$ cat src/rtl/key_loader_dbuf.sv
// Double-buffered key loader: assembles a key from a word stream into a shadow
// buffer and swaps it into the active key register while the core is idle.
module key_loader_dbuf #(
    parameter int WORD_W    = 32,
    parameter int KEY_W     = 512,
    parameter bit MSB_FIRST = 1'b0,
    localparam int NWORDS   = KEY_W / WORD_W,
    localparam int CW       = $clog2(NWORDS + 1)
) (
    input  logic              iClk,
    input  logic              iRst,
    input  logic              iClear,
    input  logic [WORD_W-1:0] iWord,
    input  logic              iWord_valid,
    output logic              oWord_ready,
    input  logic              iBusy,
    output logic [KEY_W-1:0]  oKey,
    output logic              oKey_valid,
    output logic              oSwap,
    output logic [CW-1:0]     oWord_count
);

    typedef enum logic {FILL, FULL} state_t;

    state_t            state_q, state_d;
    logic [KEY_W-1:0]  shadow_q, shadow_d;
    logic [KEY_W-1:0]  key_q, key_d;
    logic [CW-1:0]     cnt_q, cnt_d;
    logic              kv_q, kv_d;
    logic              swap_q, swap_d;
    logic [CW-1:0]     slot;

    assign slot = MSB_FIRST ? (CW'(NWORDS - 1) - cnt_q) : cnt_q;

    always_ff @(posedge iClk or negedge iRst) begin
        if (!iRst) begin
            state_q  <= FILL;
            shadow_q <= '0;
            key_q    <= '0;
            cnt_q    <= '0;
            kv_q     <= 1'b0;
            swap_q   <= 1'b0;
        end else begin
            state_q  <= state_d;
            shadow_q <= shadow_d;
            key_q    <= key_d;
            cnt_q    <= cnt_d;
            kv_q     <= kv_d;
            swap_q   <= swap_d;
        end
    end

    always_comb begin
        state_d  = state_q;
        shadow_d = shadow_q;
        key_d    = key_q;
        cnt_d    = cnt_q;
        kv_d     = kv_q;
        swap_d   = 1'b0;
        // Clear wins over both accept and commit
        if (iClear) begin
            state_d  = FILL;
            shadow_d = '0;
            key_d    = '0;
            cnt_d    = '0;
            kv_d     = 1'b0;
        end else begin
            unique case (state_q)
                FILL: begin
                    if (iWord_valid) begin
                        shadow_d[int'(slot)*WORD_W +: WORD_W] = iWord;
                        cnt_d = cnt_q + 1'b1;
                        if (cnt_q == CW'(NWORDS - 1)) state_d = FULL;
                    end
                end
                FULL: begin
                    if (!iBusy) begin
                        key_d   = shadow_q;
                        kv_d    = 1'b1;
                        swap_d  = 1'b1;
                        cnt_d   = '0;
                        state_d = FILL;
                    end
                end
                default: state_d = FILL;
            endcase
        end
    end

    assign oWord_ready = (state_q == FILL) && !iClear;
    assign oKey        = key_q;
    assign oKey_valid  = kv_q;
    assign oSwap       = swap_q;
    assign oWord_count = cnt_q;

endmodule

$ cat config.mk
export PLATFORM = sky130hd
export DESIGN_NAME = key_loader_dbuf
export DESIGN_NICKNAME = d
export VERILOG_FILES = /design/src/rtl/key_loader_dbuf.sv
export SDC_FILE = /design/constraint.sdc
export NUM_CORES = 1
export LEC_CHECK = 0
export BUFFER_PORTS_ARGS = -buffer_cell sky130_fd_sc_hd__buf_2
export CORE_AREA = 2 2 313 315
export DETAILED_ROUTE_END_ITERATION = 7
export DIE_AREA = 0 0 315 317
export PLACE_DENSITY = 0.67
export SLEW_MARGIN = 20
export SYNTH_ARGS = -nofsm -noshare
export SYNTH_HDL_FRONTEND = slang
export SYNTH_SLANG_ARGS = --single-unit
$ cat constraint.sdc
create_clock -name iClk -period 3.3 [get_ports iClk]
set_input_delay 0.66 -clock iClk [delete_from_list [all_inputs] [get_ports iClk]]
set_output_delay 0.66 -clock iClk [all_outputs]
set_load 0.01 [all_outputs]
Yosys cells after proc, flatten, opt, wreduce, memory -nomap -nowiden. Cells that the tools add are included.

Input port bits: 37. Register bits: 1032. Output and inout bits: 520. Word-level logic and storage cells: 45.

Bitwise operators: 1. Add/subtract/negate cells: 2. Equality and inequality tests: 5. Reductions and logical operators: 7. Shifts and indexed selects: 2. Mux-type cells: 22.

Operators with widths (count): $mux W512 (6); $bwmux W512 (1); $shift A32 B33 Y512 const A (1); $shiftx A32 B33 Y512 (1); $neg A10 Y33 (1); $mux W5 (3); $mux W1 (10); $pmux W5 S2 (1); $ne A3 B3 Y1 const B (2); $reduce_and A2 Y1 (3); $add A5 B1 Y5 const B (1); $eq A5 B4 Y1 const B (1); $ne A2 B2 Y1 const B (2); $reduce_bool A2 Y1 (2); $pmux W1 S2 (1); $logic_and A1 B1 Y1 (1); $logic_not A1 Y1 (1); $not A1 Y1 (1).

Logic depth before layout (Yosys ltp). Gate-level depths: netlist of the first run.

Word-level depth: 6. Depth in mapped cells: 13. Mapped depth without buffers: 8.

Worst setup path before layout of the first run. Ideal clock, no wire load.

Path type: reg-to-reg. Start: reg cnt_q[0] (netlist: oWord_count[0]). End: reg shadow_q[34]. Arrival: 2.817 ns. Setup slack: 0.416 ns. Library setup time: 0.066 ns. Stages on the path, launching flop included: 13. Clock period less this slack: 2.884 ns. Path buffers: 4. Required time: 3.234 ns. Cells stage by stage: dfrtp_1 > buf_4 > inv_2 > ha_1 > buf_1 > nor3b_1 > ha_1 > nand2b_1 > o41ai_4 > and3_1 > clkbuf_1 > buf_2 > a22o_1.

Cells in the longest elaborated chain, start to end: 6. Elaborated cells on any way between the ends: 7. Classes of those cells: add/sub (1); shift (2); mux (4).

RTL lines: from (decl) (RTL line 28) `logic [CW-1:0] cnt_q, cnt_d;`; from (signal assigned) (RTL line 47) `cnt_q <= cnt_d;`; $neg A10 Y33 * (RTL line 71) `shadow_d[int'(slot)*WORD_W +: WORD_W] = iWord;`; $shiftx A32 B33 Y512 / $shift A32 B33 Y512 (equally long branches) (RTL line 71); $bwmux W512 * (RTL line 71); $mux W512 * (RTL line 70) `if (iWord_valid) begin`; $mux W512 * (RTL line 68) `unique case (state_q)`; $mux W512 * (RTL line 61) `if (iClear) begin`; to (signal assigned) (RTL line 45) `shadow_q <= shadow_d;`; to (decl) (RTL line 26) `logic [KEY_W-1:0] shadow_q, shadow_d;`.

Every way passes the cells marked *; elsewhere a longest branch is shown, timed or not. The select of a mux whose other input is x is not followed. A chain may end at the register's enable or synchronous reset.

Final worst setup path of the first run.
Start: reg cnt_q[0] (netlist: oWord_count[0]). End: reg shadow_q[415].

The elaborated chain is that of the path after synthesis.

==> impl_metrics.toml, run 1 <==
[global_route]
grt_max_degree = 148
grt.total_usage_pct = 25.8
grt_pass1_wl_um = 191000
top_usage_layer = "met2"
use_met1_pct = 37.3
grtUsageMet3_pct = 7.08
antenna_found_initial = 11
grt_pass1_vias = 26800
met2_usage_pct = 37.9
grt_overflow = 0

[sta]
finalCritPeriodShare_pct = 90.1
fmax_mhz = 336
period_minus_slack_ns = 2.97
rsz0062_at_grt = "no"
max_slew_margin_pct = 34.2
fin_skew_ns = 0.0188
finalSetupViolCount = 0
worstMarginPinSlew_ns = 0.985
final_hold_viol_count = 0
finalSetupTns_ns = 0
whs_ns = 0.316
slew_viol_final = 0

[hold_path]
hold_path.startpoint = "iWord_valid"
hp-class = "in -> reg"
min_path_cells = 3
hold_end = "state_q$_DFF_PN0_"

[die]
die_w_um = 315
num_rows = 114
start_util_pct = 39.8
die_h_um = 317
core_mm2 = 0.0963
die_area_mm2 = 0.0999
top_level_ports = 557

[synth]
syn_area_mm2 = 0.0383
netlist.area_leader.share_pct = 67.5
ys_async_sr_fraction_pct = 100
synth-main-ff-cell = "dfrtp_1"
synth_area_leaders = "dfrtp_1 (67%), a22o_1 (18%), a32o_1 (2.5%)"
yosysTopAreaCell = "dfrtp_1"
synth.distinct_cells = 65
yosysWarnings = 0
synth_edf_count = 0
ys_ff_latch = 1032
synth_nets = 2778
yosysSeqAreaShare_pct = 67.5
synth_area_per_cell_um2 = 14.0
synthCells = 2737

[layout]
drive_above_1_share_pct = 28.0
syn2layout_area_growth_pct = 22.4
layout_common_cells = "dfrtp_1 (1031), a22o_1 (769), buf_2 (555)"
final_common_cell = "dfrtp_1"
finalNetCount = 3279

[placement]
hpwl_um = 83900
portBuffers = 556
place.gp.congestion = 0.832

[cts]
cts_buffer_depth = 3
clk_pin_slew_ns = 0.07
cts_sinks = 1032
ctsHoldBuffers = 1
clock-root-buffer = "clkbuf_16"
cts_buffers = 105
ctsResizeCount = 0
clk-insertion-delay-late_ns = 0.70
htreeDepth = 3
postCtsSetupRepairBufs = 0
cts_tree = "built"

[routing]
vias_per_cell = 6.03
drt_first_pass_iters = 6
avgRoutedWirePerCell_um = 28.6
wl_um = 132000
drc = 0
vias = 27800
detail-route-antenna-nets = 0
drt_iter0_drc = 3150

[setup_path]
critical_path_class = "reg -> reg"
critical_path.max_stage_delay_ns = 0.68
crit_chain = "inv_2 -> ha_1 -> nor4b_1 -> o221a_2 -> a21boi_4 -> buf_4 -> o32ai_1"
r2r-end = "shadow_q[415]$_DFFE_PN0P_"
worstPathArrival_ns = 3.50
critPathMaxFanout = 32
critPathRequiredTime_ns = 3.82
rr_worst_depth = 7
ff2ff_setup_slack_ns = 0.33
end_kind = "flop"
critPathSlowestCell = "nor4b_1"
cp-start-kind = "flop"
regToRegStartpoint = "oWord_count[0]$_DFFE_PN0P_"

[power_and_ir_drop]
ir_worst_vdd_v = 0.000348
total_leakage_power_uw = 0.0235
powerDensity_mw_per_mm2 = 570

[flow_run]
drv_cap = 0

[outcome]
outcome = "finished clean"
==> worst max-delay path by stage <==
stage / from / to
4_1_cts: oWord_count[0]$_DFFE_PN0P_ / shadow_q[185]$_DFFE_PN0P_
5_1_grt: oWord_count[0]$_DFFE_PN0P_ / shadow_q[7]$_DFFE_PN0P_
3_3_place_gp: oWord_count[0]$_DFFE_PN0P_ / shadow_q[9]$_DFFE_PN0P_
2_1_floorplan: oWord_count[0]$_DFFE_PN0P_ / shadow_q[34]$_DFFE_PN0P_
3_5_place_dp: oWord_count[0]$_DFFE_PN0P_ / shadow_q[179]$_DFFE_PN0P_
6_report: oWord_count[0]$_DFFE_PN0P_ / shadow_q[415]$_DFFE_PN0P_
==> cell usage after synthesis (all sizes together) (3+ instances only) <==
cell type	number
nor4	5
a22o	769
buf	117
nor3b	35
nor2b	5
o2bb2ai	32
nor3	3
inv	38
a21oi	12
clkbuf	188
a31oi	3
nor4b	4
and3	3
o2111ai	34
mux2i	32
o32ai	64
nand2	165
nor2	19
o21ai	34
nand2b	3
dfrtp	1032
o211ai	4
a32o	97
ha	4
a211oi	4
==> routing by layer <==
metal  up-vias  wire length (um)
met1     14600             56500
met3       184             13100
met2      1456             58400
met5         -                 0
met4         0              3610
li1      11500                 -
==> logic make-up (layout without fill, tap and decap cells) <==
| kind of cell | count (synthesis) | after routing | share of synthesized area (%) |
|---|---|---|---|
| flops | 1032 | 1032 | 67.5 |
| simple gates | 256 | 256 | 3.31 |
| xor+xnor | 3 | 3 | 0.0686 |
| mux | 32 | 32 | 0.837 |
| buf+inv | 343 | 933 | 3.82 |
| fa+ha+maj | 4 | 4 | 0.131 |
| compound gates | 1067 | 1067 | 24.4 |
| other cells | 0 | 1 | 0 |
==> registers in the layout (all words and copies together), names as in the netlist <==
signal	count
oSwap	1
oWord_count	5
oKey_valid	1
shadow_q	512
oKey	512
state_q	1
==> worst max-delay path, delay by kind of cell (launching register included) <==
| kind | cells | cell delay [ns] |
|---|---|---|
| AND/OR/NAND/NOR | 1 | 0.68 |
| AO/OA/AOI/OAI | 3 | 0.80 |
| adder cells (fa/ha/maj) | 1 | 0.48 |
| flip-flops | 1 | 0.37 |
| buffers and inverters | 2 | 0.44 |
==> through the flow <==
stage,utilization [%],area (um2),setup WS [ns],power [uW],instances
5_1_grt,48.7,46900,0.124,27500,4603
6_report,48.7,46900,0.327,26700,4604
3_5_place_dp,44.7,43100,0.361,14100,4405
3_3_place_gp,44.7,43100,0.459,14100,4405
2_1_floorplan,-,38300,0.416,13300,2737
4_1_cts,48.6,46800,0.344,26900,4602
==> final cells by class <==
class | instances | area [um2]
sequential | 1032 | 25800
clock inverter | 56 | 736
clock buffer | 140 | 3040
inverter | 38 | 150
tap | 1276 | 1600
antenna | 1 | 2.50
multi-input combinational | 1362 | 11300
fill | 8327 | 49400
timing repair buffer | 699 | 4240
==> power breakdown <==
group	switching (uW)	leakage [uW]	internal [uW]
registers	11.4	0.0144	12700
clock network	5220	0.00185	7610
logic	981	0.00721	217
total	6210	0.0235	20500
(Power assumes the default switching activity.)
==> run 2: changes to the inputs <==
--- a/config.mk
+++ b/config.mk
@@ -6,10 +6,13 @@
 export NUM_CORES = 1
 export LEC_CHECK = 0
 export BUFFER_PORTS_ARGS = -buffer_cell sky130_fd_sc_hd__buf_2
+export CELL_PAD_IN_SITES_DETAIL_PLACEMENT = 1
+export CELL_PAD_IN_SITES_GLOBAL_PLACEMENT = 1
 export CORE_AREA = 2 2 313 315
 export DETAILED_ROUTE_END_ITERATION = 7
 export DIE_AREA = 0 0 315 317
-export PLACE_DENSITY = 0.67
+export HOLD_SLACK_MARGIN = 0.12
+export PLACE_DENSITY = 0.77
 export SLEW_MARGIN = 20
 export SYNTH_ARGS = -nofsm -noshare
 export SYNTH_HDL_FRONTEND = slang
==> constraint.sdc (replaced) <==
create_clock -name iClk -period 3.71 [get_ports iClk]
set_input_delay 0.742 -clock iClk [delete_from_list [all_inputs] [get_ports iClk]]
set_output_delay 0.742 -clock iClk [all_outputs]
set_load 0.01 [all_outputs]
==> run 2 against run 1 <==
Sequential share of layout area is 0.50 points higher. Global-route usage is 2.4 points higher. Register-to-register slack worse by 0.06 ns. Combinational power is 12% lower. Critical path depth is 2 higher. Clock power is 13% lower. Sequential power is 11% lower. Worst hold slack better by 0.12 ns. Routed wire length is 8.6% higher. Power is 12% lower. Via count is 2.2% higher. Critical endpoint is now shadow_q[133]$_DFFE_PN0P_. Largest power group is now sequential cells.
==> impl_metrics.toml, run 2 (synthesis gave the netlist of run 1 again) <==
[sta]
period_minus_slack_ns = 3.45
fmax_mhz = 290
rsz0062_at_grt = "no"
finalCritPeriodShare_pct = 92.9
slew_viol_final = 0
worstMarginPinSlew_ns = 1.14
finalSetupTns_ns = 0
final_hold_viol_count = 0
fin_skew_ns = 0.0230
max_slew_margin_pct = 23.5
finalSetupViolCount = 0

[setup_path]
crit_chain = "inv_2 -> ha_1 -> nor3b_1 -> ha_1 -> nand2b_1 -> o41ai_4 -> and3_1 -> buf_4 -> a22o_1"
critical_path_class = "reg -> reg"
critPathSlowestCell = "o41ai_4"
critPathMaxFanout = 32
worstPathArrival_ns = 4.05
critical_path.max_stage_delay_ns = 0.54
end_kind = "flop"
cp-start-kind = "flop"
critPathMostFrequentCell = "ha_1"
critPathRequiredTime_ns = 4.31

[cts]
postCtsSetupRepairBufs = 0
clock-root-buffer = "clkbuf_16"
cts_buffer_depth = 3
cts_buffers = 107
cts_sinks = 1032
clk_pin_slew_ns = 0.07
clk-insertion-delay-late_ns = 0.69
htreeDepth = 3
cts_tree = "built"

[layout]
drive_above_1_share_pct = 27.1
nFillCells = 9680
final_common_cell = "dfrtp_1"
layout_common_cells = "dfrtp_1 (1031), a22o_1 (769), buf_2 (555)"
finalNetCount = 3249
finalInstanceArea_mm2 = 0.0465
syn2layout_area_growth_pct = 21.3

[placement]
place.gp.congestion = 0.880
hpwl_um = 88400
portBuffers = 556
place_area_mm2 = 0.0427

[global_route]
grt.total_usage_pct = 28.2
grt_max_degree = 191
grt_pass1_vias = 29100
antenna_found_initial = 12
grt_pass1_wl_um = 208000
grt_overflow = 0

[power_and_ir_drop]
switching_share_pct = 23.5
powerDensity_mw_per_mm2 = 505
p_clk_share_pct = 47.4
intPower_uw = 18000
comb_power_share_pct = 4.5
p_seq_share_pct = 48.1
net-switching-power_uw = 5510
ir_worst_vdd_v = 0.000310
total_leakage_power_uw = 0.0233

[routing]
avgRoutedWirePerCell_um = 31.3
drc = 0
detail-route-antenna-nets = 0
vias = 28400
wl_um = 143000
vias_per_cell = 6.21
drt_first_pass_iters = 8
drt_iter0_drc = 2919

[die]
die_area_mm2 = 0.0999
start_util_pct = 39.8
die_h_um = 317
num_rows = 114
top_level_ports = 557
die_w_um = 315
core_mm2 = 0.0963

[outcome]
outcome = "finished clean"

[flow_run]
drv_cap = 0

[hold_path]
hp-class = "in -> reg"
==> run 2: area by class of cell <==
| cell class | instances | area [um2] | area share (%) |
|---|---|---|---|
| multi-input combinational | 1362 | 11300 | 24.3 |
| tap | 1276 | 1600 | 3.44 |
| clock buffer | 153 | 3180 | 6.85 |
| inverter | 38 | 150 | 0.323 |
| antenna | 3 | 7.51 | 0.0162 |
| clock inverter | 41 | 464 | 0.999 |
| timing repair buffer | 667 | 3940 | 8.49 |
| sequential | 1032 | 25800 | 55.6 |
==> run 2: power groups by stage <==
stage | logic (uW) | clock network [uW] | registers [uW]
after floorplan | 373 | 0 | 11500
after global placement | 1030 | 0 | 11500
after detailed placement | 1040 | 0 | 11500
after CTS | 1050 | 11300 | 11300
after global routing | 1120 | 11700 | 11300
final | 1050 | 11100 | 11300
==> run 2: critical path: cells and delay by family (launching register included) <==
| family | cells | cell delay, ns |
|---|---|---|
| and+or+nand+nor | 3 | 0.87 |
| AOI/OAI and AO/OA | 2 | 0.77 |
| adders and majority gates | 2 | 0.75 |
| buffers and inverters | 2 | 0.53 |
| DFF | 1 | 0.41 |
==> run 2: worst paths after layout <==
check                      depth (start not counted)  slack [ns]                  startpoint                        end
setup / recovery                                   9        0.26  oWord_count[0]$_DFFE_PN0P_  shadow_q[133]$_DFFE_PN0P_
hold / removal                                     3        0.43                 iWord_valid          state_q$_DFF_PN0_
setup reg to reg                                   9        0.26  oWord_count[0]$_DFFE_PN0P_  shadow_q[133]$_DFFE_PN0P_
hold reg to reg                                    1        0.49   shadow_q[381]$_DFFE_PN0P_      oKey[381]$_DFFE_PN0P_
max in group asynchronous                          4        1.93                        iRst   shadow_q[62]$_DFFE_PN0P_
min in group asynchronous                          2        0.69                        iRst      oKey[447]$_DFFE_PN0P_
==> run 2: timing repair <==
action                                  in CTS  in global routing
resized for setup                            0                  1
endpoints found under the hold margin       39                  0
endpoints found under the setup margin       0                 32
hold buffers                                 1                  0
==> run 2: stage by stage <==
stage	total power (uW)	std cells	hold slack (ns)	util [%]	setup slack [ns]
after floorplan	11900	2737	0.446	-	0.826
after global placement	12500	4372	0.471	44.4	0.426
after detailed placement	12500	4372	0.479	44.4	0.189
after CTS	23600	4567	0.379	48.2	0.167
after global routing	24100	4569	0.428	48.2	0.102
final	23500	4572	0.433	48.2	0.262
==> run 2: routing by layer <==
layer | vias to the layer above | routed length, um | GRT usage (%)
li1 | 11400 | - | -
met4 | 6 | 4440 | 9.07
met1 | 15300 | 60600 | 39.4
met2 | 1357 | 65400 | 43.3
met5 | - | 40 | 0
met3 | 252 | 12400 | 7.08
